--- src/rtl/channel_flow_arbiter_if.sv ---
// Handshake and valve-drive bundle between the inlet requesters and the channel arbiter.
interface channel_flow_arbiter_if #(
  parameter int N_REQ  = 4,
  parameter int DOSE_W = 16
);
  localparam int ID_W = $clog2(N_REQ);

  logic [N_REQ-1:0]        req;
  logic [N_REQ*DOSE_W-1:0] dose_len;
  logic                    abort;
  logic [N_REQ-1:0]        gnt;
  logic [N_REQ-1:0]        valve_open;
  logic                    flush_valve;
  logic                    busy;
  logic                    done;
  logic [ID_W-1:0]         done_id;
  logic                    aborted;
  logic                    err;

  // Requester side: drives requests and dose lengths, observes grants and completion.
  modport master (
    output req, dose_len, abort,
    input  gnt, valve_open, flush_valve, busy, done, done_id, aborted, err
  );

  // Arbiter side.
  modport slave (
    input  req, dose_len, abort,
    output gnt, valve_open, flush_valve, busy, done, done_id, aborted, err
  );
endinterface

--- src/rtl/channel_flow_arbiter.sv ---
// Round-robin sequencer sharing one microfluidic channel among N_REQ inlets.
// Each dose runs: settle (all valves closed) -> inlet valve open -> flush.
module channel_flow_arbiter #(
  parameter int N_REQ         = 4,
  parameter int DOSE_W        = 16,
  parameter int SETTLE_CYCLES = 8,
  parameter int FLUSH_CYCLES  = 32
) (
  input  logic                   clk,
  input  logic                   rst_n,
  channel_flow_arbiter_if.slave  bus
);
  localparam int ID_W  = $clog2(N_REQ);
  localparam int S_W   = $clog2(SETTLE_CYCLES + 1);
  localparam int F_W   = $clog2(FLUSH_CYCLES + 1);
  localparam int SF_W  = (S_W > F_W) ? S_W : F_W;
  localparam int CNT_W = (DOSE_W > SF_W) ? DOSE_W : SF_W;

  typedef enum logic [1:0] {ST_IDLE, ST_SETTLE, ST_DOSE, ST_FLUSH} state_t;

  state_t             r_state, w_state_next;
  logic [ID_W-1:0]    r_ptr, w_ptr_next;
  logic [ID_W-1:0]    r_id, w_id_next;
  logic [DOSE_W-1:0]  r_dose, w_dose_next;
  logic [CNT_W-1:0]   r_cnt, w_cnt_next;
  logic               r_cut, w_cut_next;
  logic               w_done_next, w_aborted_next, w_err_next;
  logic [ID_W-1:0]    w_done_id_next;

  logic [N_REQ-1:0]   r_gnt, r_valve;
  logic               r_flush, r_busy, r_done, r_aborted, r_err;
  logic [ID_W-1:0]    r_done_id;

  logic [DOSE_W-1:0]  w_dose_arr [N_REQ];
  logic               w_win_found;
  logic [ID_W-1:0]    w_win_id;
  logic [ID_W:0]      w_sum;
  logic [ID_W-1:0]    w_win_inc, w_id_inc;
  logic               w_stop;
  logic [CNT_W-1:0]   w_dose_last;

  // Unpack the flat dose bus into one slice per inlet.
  for (genvar gi = 0; gi < N_REQ; gi++) begin : g_dose
    assign w_dose_arr[gi] = bus.dose_len[gi*DOSE_W +: DOSE_W];
  end

  // Round-robin pick: first request at or above the pointer, wrapping.
  always_comb begin
    w_win_found = 1'b0;
    w_win_id    = '0;
    w_sum       = '0;
    for (int k = 0; k < N_REQ; k++) begin
      w_sum = {1'b0, r_ptr} + (ID_W+1)'(k);
      if (w_sum >= (ID_W+1)'(N_REQ)) w_sum = w_sum - (ID_W+1)'(N_REQ);
      if (!w_win_found && bus.req[w_sum[ID_W-1:0]]) begin
        w_win_found = 1'b1;
        w_win_id    = w_sum[ID_W-1:0];
      end
    end
  end

  assign w_win_inc   = (w_win_id == ID_W'(N_REQ-1)) ? '0 : w_win_id + 1'b1;
  assign w_id_inc    = (r_id == ID_W'(N_REQ-1)) ? '0 : r_id + 1'b1;
  assign w_stop      = bus.abort | ~bus.req[r_id];
  assign w_dose_last = CNT_W'(r_dose) - CNT_W'(1);

  // Next-state, counter and completion-report logic.
  always_comb begin
    w_state_next   = r_state;
    w_ptr_next     = r_ptr;
    w_id_next      = r_id;
    w_dose_next    = r_dose;
    w_cnt_next     = r_cnt + 1'b1;
    w_cut_next     = r_cut;
    w_done_next    = 1'b0;
    w_done_id_next = r_done_id;
    w_aborted_next = 1'b0;
    w_err_next     = 1'b0;
    case (r_state)
      ST_IDLE: begin
        w_cnt_next = '0;
        w_cut_next = 1'b0;
        if (w_win_found) begin
          w_id_next   = w_win_id;
          w_dose_next = w_dose_arr[w_win_id];
          if (w_dose_arr[w_win_id] == '0) begin
            // Nothing to move: report an error and let the next inlet in.
            w_done_next    = 1'b1;
            w_err_next     = 1'b1;
            w_done_id_next = w_win_id;
            w_ptr_next     = w_win_inc;
          end else begin
            w_state_next = ST_SETTLE;
          end
        end
      end
      ST_SETTLE: begin
        if (w_stop) begin
          // No fluid admitted yet, so no flush is needed.
          w_state_next   = ST_IDLE;
          w_cnt_next     = '0;
          w_done_next    = 1'b1;
          w_aborted_next = 1'b1;
          w_done_id_next = r_id;
          w_ptr_next     = w_id_inc;
        end else if (r_cnt == CNT_W'(SETTLE_CYCLES-1)) begin
          w_state_next = ST_DOSE;
          w_cnt_next   = '0;
        end
      end
      ST_DOSE: begin
        if (w_stop) begin
          w_state_next = ST_FLUSH;
          w_cnt_next   = '0;
          w_cut_next   = 1'b1;
        end else if (r_cnt == w_dose_last) begin
          w_state_next = ST_FLUSH;
          w_cnt_next   = '0;
        end
      end
      ST_FLUSH: begin
        if (r_cnt == CNT_W'(FLUSH_CYCLES-1)) begin
          w_state_next   = ST_IDLE;
          w_cnt_next     = '0;
          w_done_next    = 1'b1;
          w_aborted_next = r_cut;
          w_done_id_next = r_id;
          w_ptr_next     = w_id_inc;
        end
      end
      default: w_state_next = ST_IDLE;
    endcase
  end

  // State, counters and registered outputs decoded from the next state.
  always_ff @(posedge clk) begin
    if (!rst_n) begin
      r_state   <= ST_IDLE;
      r_ptr     <= '0;
      r_id      <= '0;
      r_dose    <= '0;
      r_cnt     <= '0;
      r_cut     <= 1'b0;
      r_gnt     <= '0;
      r_valve   <= '0;
      r_flush   <= 1'b0;
      r_busy    <= 1'b0;
      r_done    <= 1'b0;
      r_done_id <= '0;
      r_aborted <= 1'b0;
      r_err     <= 1'b0;
    end else begin
      r_state   <= w_state_next;
      r_ptr     <= w_ptr_next;
      r_id      <= w_id_next;
      r_dose    <= w_dose_next;
      r_cnt     <= w_cnt_next;
      r_cut     <= w_cut_next;
      r_gnt     <= (w_state_next != ST_IDLE) ? (N_REQ'(1) << w_id_next) : '0;
      r_valve   <= (w_state_next == ST_DOSE) ? (N_REQ'(1) << w_id_next) : '0;
      r_flush   <= (w_state_next == ST_FLUSH);
      r_busy    <= (w_state_next != ST_IDLE);
      r_done    <= w_done_next;
      r_done_id <= w_done_id_next;
      r_aborted <= w_aborted_next;
      r_err     <= w_err_next;
    end
  end

  assign bus.gnt         = r_gnt;
  assign bus.valve_open  = r_valve;
  assign bus.flush_valve = r_flush;
  assign bus.busy        = r_busy;
  assign bus.done        = r_done;
  assign bus.done_id     = r_done_id;
  assign bus.aborted     = r_aborted;
  assign bus.err         = r_err;
endmodule
--- src/flat_wrapper.sv ---
// flat-port wrapper written by rule: the top's interface ports become plain ports
module channel_flow_arbiter_flat 
#(
  parameter int N_REQ         = 4,
  parameter int DOSE_W        = 16,
  parameter int SETTLE_CYCLES = 8,
  parameter int FLUSH_CYCLES  = 32
)
  (clk, rst_n, bus_req, bus_dose_len, bus_abort, bus_gnt, bus_valve_open, bus_flush_valve, bus_busy, bus_done, bus_done_id, bus_aborted, bus_err);
  channel_flow_arbiter_if #(.N_REQ(N_REQ), .DOSE_W(DOSE_W)) bus_i ();
  input  logic clk;
  input  logic rst_n;
  input wire logic [$bits(bus_i.req)-1:0] bus_req;
  input wire logic [$bits(bus_i.dose_len)-1:0] bus_dose_len;
  input wire logic [$bits(bus_i.abort)-1:0] bus_abort;
  output wire logic [$bits(bus_i.gnt)-1:0] bus_gnt;
  output wire logic [$bits(bus_i.valve_open)-1:0] bus_valve_open;
  output wire logic [$bits(bus_i.flush_valve)-1:0] bus_flush_valve;
  output wire logic [$bits(bus_i.busy)-1:0] bus_busy;
  output wire logic [$bits(bus_i.done)-1:0] bus_done;
  output wire logic [$bits(bus_i.done_id)-1:0] bus_done_id;
  output wire logic [$bits(bus_i.aborted)-1:0] bus_aborted;
  output wire logic [$bits(bus_i.err)-1:0] bus_err;
  assign bus_i.req = bus_req;
  assign bus_i.dose_len = bus_dose_len;
  assign bus_i.abort = bus_abort;
  assign bus_gnt = bus_i.gnt;
  assign bus_valve_open = bus_i.valve_open;
  assign bus_flush_valve = bus_i.flush_valve;
  assign bus_busy = bus_i.busy;
  assign bus_done = bus_i.done;
  assign bus_done_id = bus_i.done_id;
  assign bus_aborted = bus_i.aborted;
  assign bus_err = bus_i.err;
  channel_flow_arbiter #(.N_REQ(N_REQ), .DOSE_W(DOSE_W), .SETTLE_CYCLES(SETTLE_CYCLES), .FLUSH_CYCLES(FLUSH_CYCLES)) u_core (.clk(clk), .rst_n(rst_n), .bus(bus_i));
endmodule
--- config.mk ---
export PLATFORM = sky130hd
export DESIGN_NAME = channel_flow_arbiter_flat
export DESIGN_NICKNAME = d
export VERILOG_FILES = /design/src/rtl/channel_flow_arbiter_if.sv /design/src/rtl/channel_flow_arbiter.sv /design/src/flat_wrapper.sv
export SDC_FILE = /design/constraint.sdc
export NUM_CORES = 1
export LEC_CHECK = 0
export CORE_MARGIN = 3
export CORE_UTILIZATION = 54
export DETAILED_ROUTE_END_ITERATION = 8
export PLACE_DENSITY = 0.86
export SLEW_MARGIN = 10
export SYNTH_ARGS = -nofsm -noshare
export SYNTH_HDL_FRONTEND = slang
export SYNTH_SLANG_ARGS = --single-unit
--- constraint.sdc ---
create_clock -name clk -period 5.6 [get_ports clk]
set_clock_uncertainty 0.15 [all_clocks]
set_input_delay 0.84 -clock clk [delete_from_list [all_inputs] [get_ports clk]]
set_output_delay 0.84 -clock clk [all_outputs]
set_load 0.03 [all_outputs]
After elaboration in Yosys (flattened, before gate mapping):

Index checks and enable logic that the tools add are counted.

* output and inout port bits: 15
* bits in registers: 54

* reduce and logical (&&, ||, !) cells: 17
* multiplexer cells: 62
* equality and inequality tests: 15
* bitwise logic cells: 3
* shifts and indexed selects: 1
* $lt $le $gt $ge: 10
* add/sub/neg operators: 11

Operators with widths (number)
* 2-to-1 mux 16 bit: 7
* one-hot mux 16 bit (4 select lines): 1
* 2-to-1 mux 2 bit: 27
* binary-select mux 16 bit (select 2 bit): 1
* adder 16 x 1 -> 16 bit (second input constant): 1
* equality test 16 bit: 1
* equality test 16 x 3 -> 1 bit (second input constant): 1
* equality test 16 x 5 -> 1 bit (second input constant): 1
* logical NOT 16 bit: 1
* subtractor 16 x 1 -> 16 bit (second input constant): 1
* less-than comparator 2 x 3 -> 1 bit (second input constant): 5
* 2-to-1 mux 1 bit: 15
* equality test 2 bit (second input constant): 6
* greater-or-equal comparator 3 bit (second input constant): 4
* one-hot mux 2 bit (3 select lines): 2
* binary-select mux 1 bit (select 2 bit): 5
* != test 2 x 1 -> 1 bit (second input constant): 5
* AND reduction 2 bit: 5
* one-hot mux 2 bit (4 select lines): 1
* subtractor 2 x 1 -> 2 bit (second input constant): 4
* adder 2 x 2 -> 3 bit (second input constant): 2
* AND reduction 5 bit: 1
* adder 2 x 1 -> 2 bit (second input constant): 2
* one-hot mux 1 bit (2 select lines): 2
* 13 further kinds: 18

Logic depth before layout (Yosys ltp):

Gate-level depths: netlist (run 1).

* word-level depth: 24
* gate-level depth with buffers: 13
* gate-level depth less buffers: 11

Worst setup path before layout (run 1):

Ideal clock, no wire load.

* path type: input port to flip-flop
* start point: input bus_req[2]
* end point: register u_core.r_done_id[0], in the netlist u_core.bus.done_id[0]
* slack: 2.431 ns
* setup time: 0.135 ns
* required time: 5.315 ns
* cell stages on the path: 11
* arrival: 2.884 ns
* cells stage by stage: mux2i_1 -> nor2_1 -> a311oi_1 -> buf_2 -> buf_4 -> mux2i_1 -> mux2_2 -> nand4_1 -> nor4_2 -> a21oi_1 -> mux2i_1

* longest elaborated chain between the ends: 19
* elaborated cells on any way between the ends: 38
* those cells by class: 3 x eq/ne; 24 x mux; 3 x bitwise; 8 x reduce/logical

Ends and longest elaborated chain
* start: declaration: line flat_wrapper.sv:13 `input wire logic [$bits(bus_i.req)-1:0] bus_req;`
* binary-select mux 1 bit (select 2 bit): line channel_flow_arbiter.sv:55 `if (!w_win_found && bus.req[w_sum[ID_W-1:0]]) begin`
* 2-to-1 mux 1 bit (implied by the code): line channel_flow_arbiter.sv:55
* 2-to-1 mux 1 bit: line channel_flow_arbiter.sv:55
* logical NOT 1 bit: line channel_flow_arbiter.sv:55
* logical AND 1 bit: line channel_flow_arbiter.sv:55
* 2-to-1 mux 1 bit: line channel_flow_arbiter.sv:55
* logical NOT 1 bit: line channel_flow_arbiter.sv:55
* logical AND 1 bit: line channel_flow_arbiter.sv:55
* [2 not listed]
* logical AND 1 bit: line channel_flow_arbiter.sv:55
* 2-to-1 mux 2 bit: line channel_flow_arbiter.sv:55
* NOT 2 -> 3 bit (implied by the code): line channel_flow_arbiter.sv:86 `if (w_dose_arr[w_win_id] == '0) begin`
* binary-select mux 16 bit (select 2 bit): line channel_flow_arbiter.sv:86
* 2-to-1 mux 16 bit (implied by the code) (2 in a row): line channel_flow_arbiter.sv:86
* logical NOT 16 bit: line channel_flow_arbiter.sv:86
* != test 2 x 1 -> 1 bit (no line)
* AND reduction 5 bit (no line)
* end signal: assignment: line channel_flow_arbiter.sv:164 `r_done_id <= w_done_id_next;`
* end: declaration: line channel_flow_arbiter.sv:32 `logic [ID_W-1:0] r_done_id;`

Parallel ways exist; a longest one is shown, timed or not. The select of a mux whose other input is x is not followed.
A chain may end at the register's enable or synchronous reset.

Worst setup path after layout (run 1):

* start point: input bus_req[0]
* end point: register u_core.r_ptr[1]

* longest elaborated chain between the ends: 19
* elaborated cells on any way between the ends: 41
* those cells by class: 1 x add/sub; 4 x eq/ne; 25 x mux; 3 x bitwise; 8 x reduce/logical

Ends and longest elaborated chain
* binary-select mux 1 bit (select 2 bit): line channel_flow_arbiter.sv:55
* 2-to-1 mux 1 bit (implied by the code): line channel_flow_arbiter.sv:55
* 2-to-1 mux 1 bit: line channel_flow_arbiter.sv:55
* logical NOT 1 bit: line channel_flow_arbiter.sv:55
* logical AND 1 bit: line channel_flow_arbiter.sv:55
* 2-to-1 mux 1 bit: line channel_flow_arbiter.sv:55
* logical NOT 1 bit: line channel_flow_arbiter.sv:55
* logical AND 1 bit: line channel_flow_arbiter.sv:55
* [2 not listed]
* logical AND 1 bit: line channel_flow_arbiter.sv:55
* 2-to-1 mux 2 bit: line channel_flow_arbiter.sv:55
* NOT 2 -> 3 bit (implied by the code): line channel_flow_arbiter.sv:86
* binary-select mux 16 bit (select 2 bit): line channel_flow_arbiter.sv:86
* 2-to-1 mux 16 bit (implied by the code) (2 in a row): line channel_flow_arbiter.sv:86
* logical NOT 16 bit: line channel_flow_arbiter.sv:86
* != test 2 x 1 -> 1 bit (no line)
* AND reduction 5 bit (no line)
* end signal: assignment: line channel_flow_arbiter.sv:154 `r_ptr <= w_ptr_next;`
* end: declaration: line channel_flow_arbiter.sv:22 `logic [ID_W-1:0] r_ptr, w_ptr_next;`

Parallel ways exist; a longest one is shown, timed or not. The select of a mux whose other input is x is not followed.

==> impl_metrics.tcl, run 1 <==
set metrics [dict create \
    dp_hpwl_um 6910 \
    seq_area_frac_synth_pct 31.0 \
    slew_viol_final 0 \
    tns_ps 0 \
    ys.flop_type "dfxtp_1" \
    htreeDepth 2 \
    finalPower_mw 1.04 \
    grt_usage_pct 24.0 \
    avgSynthCellArea_um2 8.49 \
    fill_cells 490 \
    crit_required_ps 5640 \
    ant_nets 0 \
    core_um2 6100 \
    end_kind "flip-flop" \
    fmax_mhz 247 \
    worstSetupStartpointType "primary input" \
    grt_pass1_vias 3102 \
    drt_iter0_markers 168 \
    arrival_ps 4080 \
    whs_ps 323 \
    maxSlewHeadroom_pct 24.9 \
    async_reset_ff_share_pct 0 \
    syn_to_final_growth_pct 27.5 \
    grt-ovfl-total 0 \
    worst_slack_ps 1560 \
    critPathMaxFanout 36 \
    ys_seq_elements 54 \
    synthesis.instances 410 \
    synth_fp_nets 484 \
    synth_top_family_by_area "simple AND/OR/NAND/NOR gates" \
    ioPinCount 86 \
    hold_viol 0 \
    peakVddDrop_v 0.000165 \
    yosys.area_share.simple_pct 26.3 \
    routed_via_density 5.69 \
    grt_start_max_net_pins 37 \
    powerDensity_nw_per_um2 234 \
    dr.pass1.iters 4 \
    via_count 3148 \
    drc_errors 0 \
    setup_violations 0 \
    cts.path.max_buffers 2 \
    cts_buffers 5 \
    synth_fa_ha_area_share_pct 1.08 \
    die_y_um 86.3 \
    cts_resized 0 \
    period_share_pct 72.2 \
    gp_congestion 0.891 \
    rsz0062_at_grt "false" \
    placedCellCount 546 \
    post_dp_cell_area_um2 4330 \
    rows 28 \
    pre_cts_slack_ps 1260 \
    period_needed_ps 4040 \
    antennaDiodeCount 0 \
    grt_antenna_before_repair 0 \
    synth_compound_area_share_pct 10.6 \
    wl_um 8820 \
    root_buffer "clkbuf_8" \
    start_util_pct 57.1 \
    drive_gt1_share_pct 10.7 \
    hold_class "flip-flop to flip-flop" \
    cts_hold_buffers 0 \
    drv_cap 0 \
    synth_cell_types 54 \
    syn_area_um2 3480 \
    power_leakage_nw 1.63 \
    finalInstanceArea_um2 4440 \
    yosysWarnings 0 \
    fin_util_pct 72.8 \
    yosys-mux-area-fraction_pct 17.4 \
    worstMarginPinSlew_ps 1130 \
    dieArea_um2 7450 \
    clock_latency_ps 310 \
    grt_first_pass_wirelength_um 14500 \
    nets 552 \
    numPortBuffers 85 \
    numClockSinks 54 \
    die_x_um 86.3 \
    synth_edf_count 0 \
    status "finished, final reports clean" \
    critPathKind "primary input to flip-flop" \
    synth_xor_area_share_pct 8.80 \
    cts_tree "done" \
    wl_per_cell_um 15.9 \
    clk_pin_slew_ps 90 \
    post_cts_buffers 0 \
    instances_no_fill 553 \
]
==> Yosys cell counts (all sizes together), types with 2 or more instances <==
cell	count	area (um2)
a311oi	2	17.5
a31oi	4	25.0
inv	11	41.3
mux2	18	203
nand4	9	56.3
a21oi	11	58.8
mux2i	38	380
o21bai	2	15.0
nand2b	6	37.5
nor3b	4	30.0
nor4	10	96.4
buf	9	62.6
xnor2	22	193
o21ai	23	115
and4	2	17.5
nand3	9	45.0
nor2b	3	18.8
dfxtp	54	1080
ha	3	37.5
or2	2	12.5
xor2	13	114
nand2	48	183
or4	2	18.8
and2	20	125
clkbuf	17	63.8
o31ai	3	22.5
nor2	30	138
nor3	10	50.1
and3	8	50.1
==> per-layer routing <==
layer	track usage, %	wire length, um
met1	28.0	3650
met2	44.7	4690
met3	5.99	395
met4	4.53	81
met5	0	0
==> registers in the layout, summed over array words and instances (netlist names), 2 cells and up <==
| signal | count |
|---|---|
| u_core.bus.done_id | 2 |
| u_core.r_state | 2 |
| u_core.r_dose | 16 |
| u_core.r_ptr | 2 |
| u_core.bus.valve_open | 4 |
| u_core.r_cnt | 16 |
| u_core.bus.gnt | 4 |
| u_core.r_id | 2 |
==> area by class of cell <==
type	count	area, um2	share of cell area, %
multi-input cells	319	2250	50.7
flip-flops and latches	54	1080	24.3
repair buffers	87	866	19.5
well taps	75	93.8	2.11
clock buffers	5	68.8	1.55
inverters	11	41.3	0.930
clock inverters	2	38.8	0.873
==> path summary, 6_finish.rpt <==
check                               end  slack (ps)                   from  depth (start not counted)
setup / recovery        u_core.r_ptr[1]        1560             bus_req[0]                         11
hold / removal    u_core.bus.done_id[1]         320  u_core.bus.done_id[1]                          2
setup reg to reg        u_core.r_ptr[1]        2070        u_core.r_ptr[1]                         10
hold reg to reg   u_core.bus.done_id[1]         320  u_core.bus.done_id[1]                          2
==> worst max-delay path, cell delays in order <==
cell and delay, ps:
clkdlybuf4s50_1 530, mux2i_1 210, nor2_1 90, a311oi_4 250
buf_4 510, mux2i_1 250, mux2_2 180, nand4_1 130
nor4_2 570, a21oi_1 310, mux2i_1 190
==> power breakdown <==
part	internal [mW]	switching [mW]	total [mW]
registers	0.407	0.0343	0.441
clock network	0.132	0.127	0.258
logic	0.178	0.162	0.340
total	0.716	0.323	1.04
==> placed cells by master, fill, tap and decap left out, types with 5 or more instances in the layout <==
cell type        Yosys  layout
nor2_1              20      20
inv_1               11      11
nand4_1              9       9
o21ai_0             23      23
nor4_1               6       6
mux2i_1             38      38
and2_1              20      20
nor3_1              10      10
xnor2_1             22      22
a21oi_1             10      10
nand2_1             47      47
and3_1               8       8
clkbuf_8             0       5
clkdlybuf4s50_1      0      85
xor2_1              13      13
nand2b_1             6       6
nor2_2              10      10
dfxtp_1             54      54
mux2_2              18      18
nand3_1              9       9
==> kinds of logic (layout without fill, tap and decap cells) <==
| kind of cell | count (synthesis) | count (layout) |
|---|---|---|
| compound gates | 57 | 57 |
| xor+xnor | 35 | 35 |
| fa+ha+maj | 3 | 3 |
| buf+inv | 37 | 105 |
| flops | 54 | 54 |
| mux | 57 | 57 |
| simple gates | 167 | 167 |
(Power assumes the default switching activity.)
==> run 2: changes to the inputs <==
--- a/config.mk
+++ b/config.mk
@@ -6,9 +6,9 @@
 export NUM_CORES = 1
 export LEC_CHECK = 0
 export CORE_MARGIN = 3
-export CORE_UTILIZATION = 54
+export CORE_UTILIZATION = 50
 export DETAILED_ROUTE_END_ITERATION = 8
-export PLACE_DENSITY = 0.86
+export PLACE_DENSITY = 0.81
 export SLEW_MARGIN = 10
 export SYNTH_ARGS = -nofsm -noshare
 export SYNTH_HDL_FRONTEND = slang
==> constraint.sdc (replaced) <==
create_clock -name clk -period 3.9 [get_ports clk]
set_clock_uncertainty 0.15 [all_clocks]
set_input_delay 0.585 -clock clk [delete_from_list [all_inputs] [get_ports clk]]
set_output_delay 0.585 -clock clk [all_outputs]
set_load 0.03 [all_outputs]
==> run 2 against run 1 <==
Global-route usage down 2.0 points. Combinational power is 46% higher. Sequential cell count did not move. Critical path type unchanged. Critical endpoint unchanged.
==> impl_metrics.tcl, run 2 (same netlist as run 1, synthesis figures left out) <==
set metrics [dict create \
    dr.pass1.iters 4 \
    multi_input_area_um2 2250 \
    grt_antenna_before_repair 0 \
    worstSetupStartpointType "primary input" \
    met2WireLength_um 4280 \
    period_needed_ps 3340 \
    final_common_cell "clkdlybuf4s50_1" \
    worstMarginPinSlew_ps 716 \
    wl_per_cell_um 15.1 \
    core_um2 6530 \
    crit_required_ps 3990 \
    cts.path.max_buffers 2 \
    hold_class "flip-flop to flip-flop" \
    rows 29 \
    via_count 3133 \
    dieArea_um2 8000 \
    post_cts_buffers 0 \
    cts_tree "done" \
    reg_top3 "u_core.r_cnt (16), u_core.r_dose (16)" \
    wl_met1_um 3650 \
    grt_usage_pct 22.0 \
    status "finished, final reports clean" \
    drc_errors 0 \
    power_leakage_nw 1.65 \
    fmax_mhz 299 \
    root_buffer "clkbuf_8" \
    tns_ps 0 \
    critPathMaxFanout 30 \
    powerDensity_nw_per_um2 334 \
    cts_buffers 5 \
    syn_to_final_growth_pct 29.2 \
    register_area_um2 1080 \
    critPathKind "primary input to flip-flop" \
    highest_layer "met4" \
    htreeDepth 2 \
    hold_viol 0 \
    gp_congestion 0.899 \
    cts_resized 0 \
    dp_hpwl_um 6640 \
    finalInstanceArea_um2 4500 \
    peakVddDrop_v 0.000293 \
    grt_first_pass_wirelength_um 13900 \
    period_share_pct 85.6 \
    drv_cap 0 \
    drive_gt1_share_pct 11.4 \
    final_cell_mix "clkdlybuf4s50_1, dfxtp_1, nand2_1, mux2i_1, o21ai_0" \
    grt_start_max_net_pins 33 \
    arrival_ps 3430 \
    drt_iter0_markers 106 \
    end_kind "flip-flop" \
    slew_viol_final 0 \
    nets 556 \
    wl_um 8450 \
    cts_hold_buffers 0 \
    clk_pin_slew_ps 90 \
    ioPinCount 86 \
    start_util_pct 53.3 \
    numClockSinks 54 \
    die_x_um 89.5 \
    fill_cells 545 \
    setup_violations 0 \
    grt-ovfl-total 0 \
    rsz0062_at_grt "false" \
    die_y_um 89.5 \
    clock_latency_ps 310 \
    dr_wl_met3_um 378 \
    ant_nets 0 \
    post_dp_cell_area_um2 4390 \
    antennaDiodeCount 0 \
    numPortBuffers 85 \
    grt_pass1_vias 2985 \
    maxSlewHeadroom_pct 51.7 \
    routed_via_density 5.59 \
]
-- run 2: cell types whose count changed in the layout (fill, tap and decap cells not counted), sizes merged --
cell | before | now
clkinv | 1 | 0
clkbuf | 5 | 6
clkinvlp | 0 | 1
buf | 2 | 6
-- run 2: cell type report --
type                            instances  share of cell area, %
Timing Repair Buffer                   91                   20.5
Clock buffer                            6                   1.61
Multi-Input combinational cell        319                   50.0
Tap cell                               77                   2.14
Clock inverter                          2                  0.834
Inverter                               11                  0.917
Sequential cell                        54                   24.0
-- run 2: where the power goes --
group          internal (mW)  total, mW  switching, mW
logic                  0.267      0.498          0.232
clock network          0.192      0.371          0.180
registers              0.584      0.633         0.0487
-- run 2: metal layers --
metal	GRT usage, %	vias to the layer above
li1	-	1584
met1	26.3	1463
met3	5.53	19
met5	0	-
met2	39.0	67
met4	6.36	0
-- run 2: through the flow --
| stage | utilization (%) | worst slack (ps) | hold slack, ps | power [mW] | std cells |
|---|---|---|---|---|---|
| finish | 68.9 | 560 | 325 | 1.50 | 560 |
| global placement | 67.2 | 329 | 301 | 1.13 | 552 |
| detailed placement | 67.2 | 250 | 311 | 1.14 | 552 |
| floorplan | - | 986 | 290 | 0.978 | 410 |
| CTS | 68.9 | 566 | 332 | 1.51 | 560 |
| global route | 68.9 | 333 | 355 | 1.59 | 560 |
-- run 2: worst paths after layout --
path	from	endpoint	slack, ps	cells after the start
setup / recovery	bus_req[0]	u_core.r_ptr[1]	560	12
hold / removal	u_core.bus.done_id[0]	u_core.bus.done_id[0]	330	2
setup reg to reg	u_core.r_ptr[1]	u_core.r_ptr[1]	820	11
hold reg to reg	u_core.bus.done_id[0]	u_core.bus.done_id[0]	330	2
-- run 2: critical path, stage by stage --
cell,delay (ps)
clkdlybuf4s50_1,530
mux2i_1,170
nor2_1,80
a311oi_4,340
buf_12,270
mux2i_1,100
mux2_2,290
nand4_1,170
nor4_2,70
buf_4,150
a21oi_1,390
mux2i_1,250
==> run 3: changes to the inputs <==
--- a/config.mk
+++ b/config.mk
@@ -5,10 +5,12 @@
 export SDC_FILE = /design/constraint.sdc
 export NUM_CORES = 1
 export LEC_CHECK = 0
+export CORE_ASPECT_RATIO = 1.25
 export CORE_MARGIN = 3
 export CORE_UTILIZATION = 50
 export DETAILED_ROUTE_END_ITERATION = 8
 export PLACE_DENSITY = 0.81
+export SKIP_CTS_REPAIR_TIMING = 1
 export SLEW_MARGIN = 10
 export SYNTH_ARGS = -nofsm -noshare
 export SYNTH_HDL_FRONTEND = slang
==> run 3 against run 2 <==
Utilization fell by 1.1 points. Count of clock-buffer cells in the layout fell by 1. First-iteration DRC count rose by 67%. Hold slack got worse by 3.2 ps. Highest routed layer unchanged.
==> impl_metrics.tcl, run 3 (same netlist as run 1, synthesis figures left out) <==
set metrics [dict create \
    final_common_cell "clkdlybuf4s50_1" \
    rsz0062_at_grt "false" \
    slew_viol_final 0 \
    r2r-start "u_core.r_ptr[1]" \
    worstMarginPinSlew_ps 734 \
    start_util_pct 52.4 \
    critPathKind "primary input to flip-flop" \
    dr.pass1.iters 4 \
    peakVddDrop_v 0.000230 \
    die_y_um 99.3 \
    tns_ps 0 \
    setup_violations 0 \
    hold_class "flip-flop to flip-flop" \
    whs_ps 322 \
    syn_to_final_growth_pct 29.4 \
    dp_hpwl_um 6780 \
    grt_start_max_net_pins 35 \
    antennaDiodeCount 0 \
    grt_pass1_vias 3095 \
    finalInstanceArea_um2 4500 \
    drive_gt1_share_pct 11.6 \
    hold_viol 0 \
    drt_iter0_markers 177 \
    maxSlewHeadroom_pct 50.7 \
    nets 556 \
    worstSetupStartpointType "primary input" \
    cts_buffers 5 \
    cts_tree "done" \
    power_leakage_nw 1.65 \
    drv_cap 0 \
    numPortBuffers 85 \
    clock_latency_ps 310 \
    status "finished, final reports clean" \
    powerDensity_nw_per_um2 335 \
    cp-startpoint "bus_req[2]" \
    wl_um 8420 \
    arrival_ps 3410 \
    root_buffer "clkbuf_8" \
    htreeDepth 2 \
    critPathMaxFanout 34 \
    fmax_mhz 301 \
    gp_congestion 0.888 \
    routed_via_density 5.54 \
    drc_errors 0 \
    wl_per_cell_um 14.8 \
    hold_start "u_core.bus.done_id[0]" \
    dieArea_um2 8010 \
    clk_pin_slew_ps 100 \
    grt_usage_pct 21.8 \
    grt-ovfl-total 0 \
    grt_first_pass_wirelength_um 13900 \
    die_x_um 80.6 \
    reg_top3 "u_core.r_cnt (16), u_core.r_dose (16)" \
    final_cell_mix "clkdlybuf4s50_1, dfxtp_1, nand2_1, mux2i_1, o21ai_0" \
    rows 33 \
    via_count 3158 \
    grt_antenna_before_repair 0 \
    numClockSinks 54 \
    cts.path.max_buffers 2 \
    period_share_pct 85.3 \
    end_kind "flip-flop" \
    crit_required_ps 3980 \
    ioPinCount 86 \
    post_dp_cell_area_um2 4390 \
    period_needed_ps 3330 \
    core_um2 6650 \
    ant_nets 0 \
]
[run 3: changes by cell type in the layout (fill, tap and decap cells not counted)]
| cell | before | now |
|---|---|---|
| buf_4 | 4 | 5 |
| buf_12 | 2 | 1 |
| clkbuf_1 | 1 | 0 |
| clkinvlp_4 | 1 | 2 |
[run 3: final cells by class]
cell class | count | area [um2]
timing repair buffer | 91 | 908
fill | 554 | 2140
clock buffer | 5 | 68.8
inverter | 11 | 41.3
clock inverter | 3 | 45.0
tap | 87 | 109
multi-input combinational | 319 | 2250
sequential | 54 | 1080
[run 3: through the flow]
| stage | utilization [%] | setup WS [ps] | total power [mW] | std cells |
|---|---|---|---|---|
| after floorplan | - | 986 | 0.978 | 410 |
| after global placement | 66.0 | 327 | 1.13 | 562 |
| after detailed placement | 66.0 | 271 | 1.14 | 562 |
| after CTS | 67.8 | 552 | 1.51 | 570 |
| after global routing | 67.8 | 353 | 1.59 | 570 |
| final | 67.8 | 574 | 1.51 | 570 |
[run 3: final timing paths]
path         cells past startpoint  slack, ps                        to
min reg2reg                      2        320     u_core.bus.done_id[0]
max                             12        570  u_core.bus.valve_open[2]
min                              2        320     u_core.bus.done_id[0]
max reg2reg                     11        780  u_core.bus.valve_open[2]
[run 3: power breakdown]
group / internal, mW / switching (mW) / total (mW)
Combinational: 0.262 / 0.235 / 0.497
Sequential: 0.584 / 0.0490 / 0.633
Clock: 0.191 / 0.189 / 0.380
Total: 1.04 / 0.473 / 1.51
[run 3: layer usage]
metal	wire [um]	up-vias	GRT usage, %	part of all wire, %
li1	-	1583	-	-
met3	365	18	3.08	4.3
met1	3730	1442	27.9	44
met2	4090	115	36.2	49
met5	0	-	0	0
met4	234	0	9.75	2.8
[run 3: worst max-delay path: stages]
cell	delay (ps)
clkdlybuf4s50_1	470
mux2i_1	170
nor2_1	80
a311oi_4	400
buf_12	280
mux2i_1	230
mux2_2	190
nand4_1	130
nor4_2	280
buf_4	170
o221ai_2	160
nor3_1	220
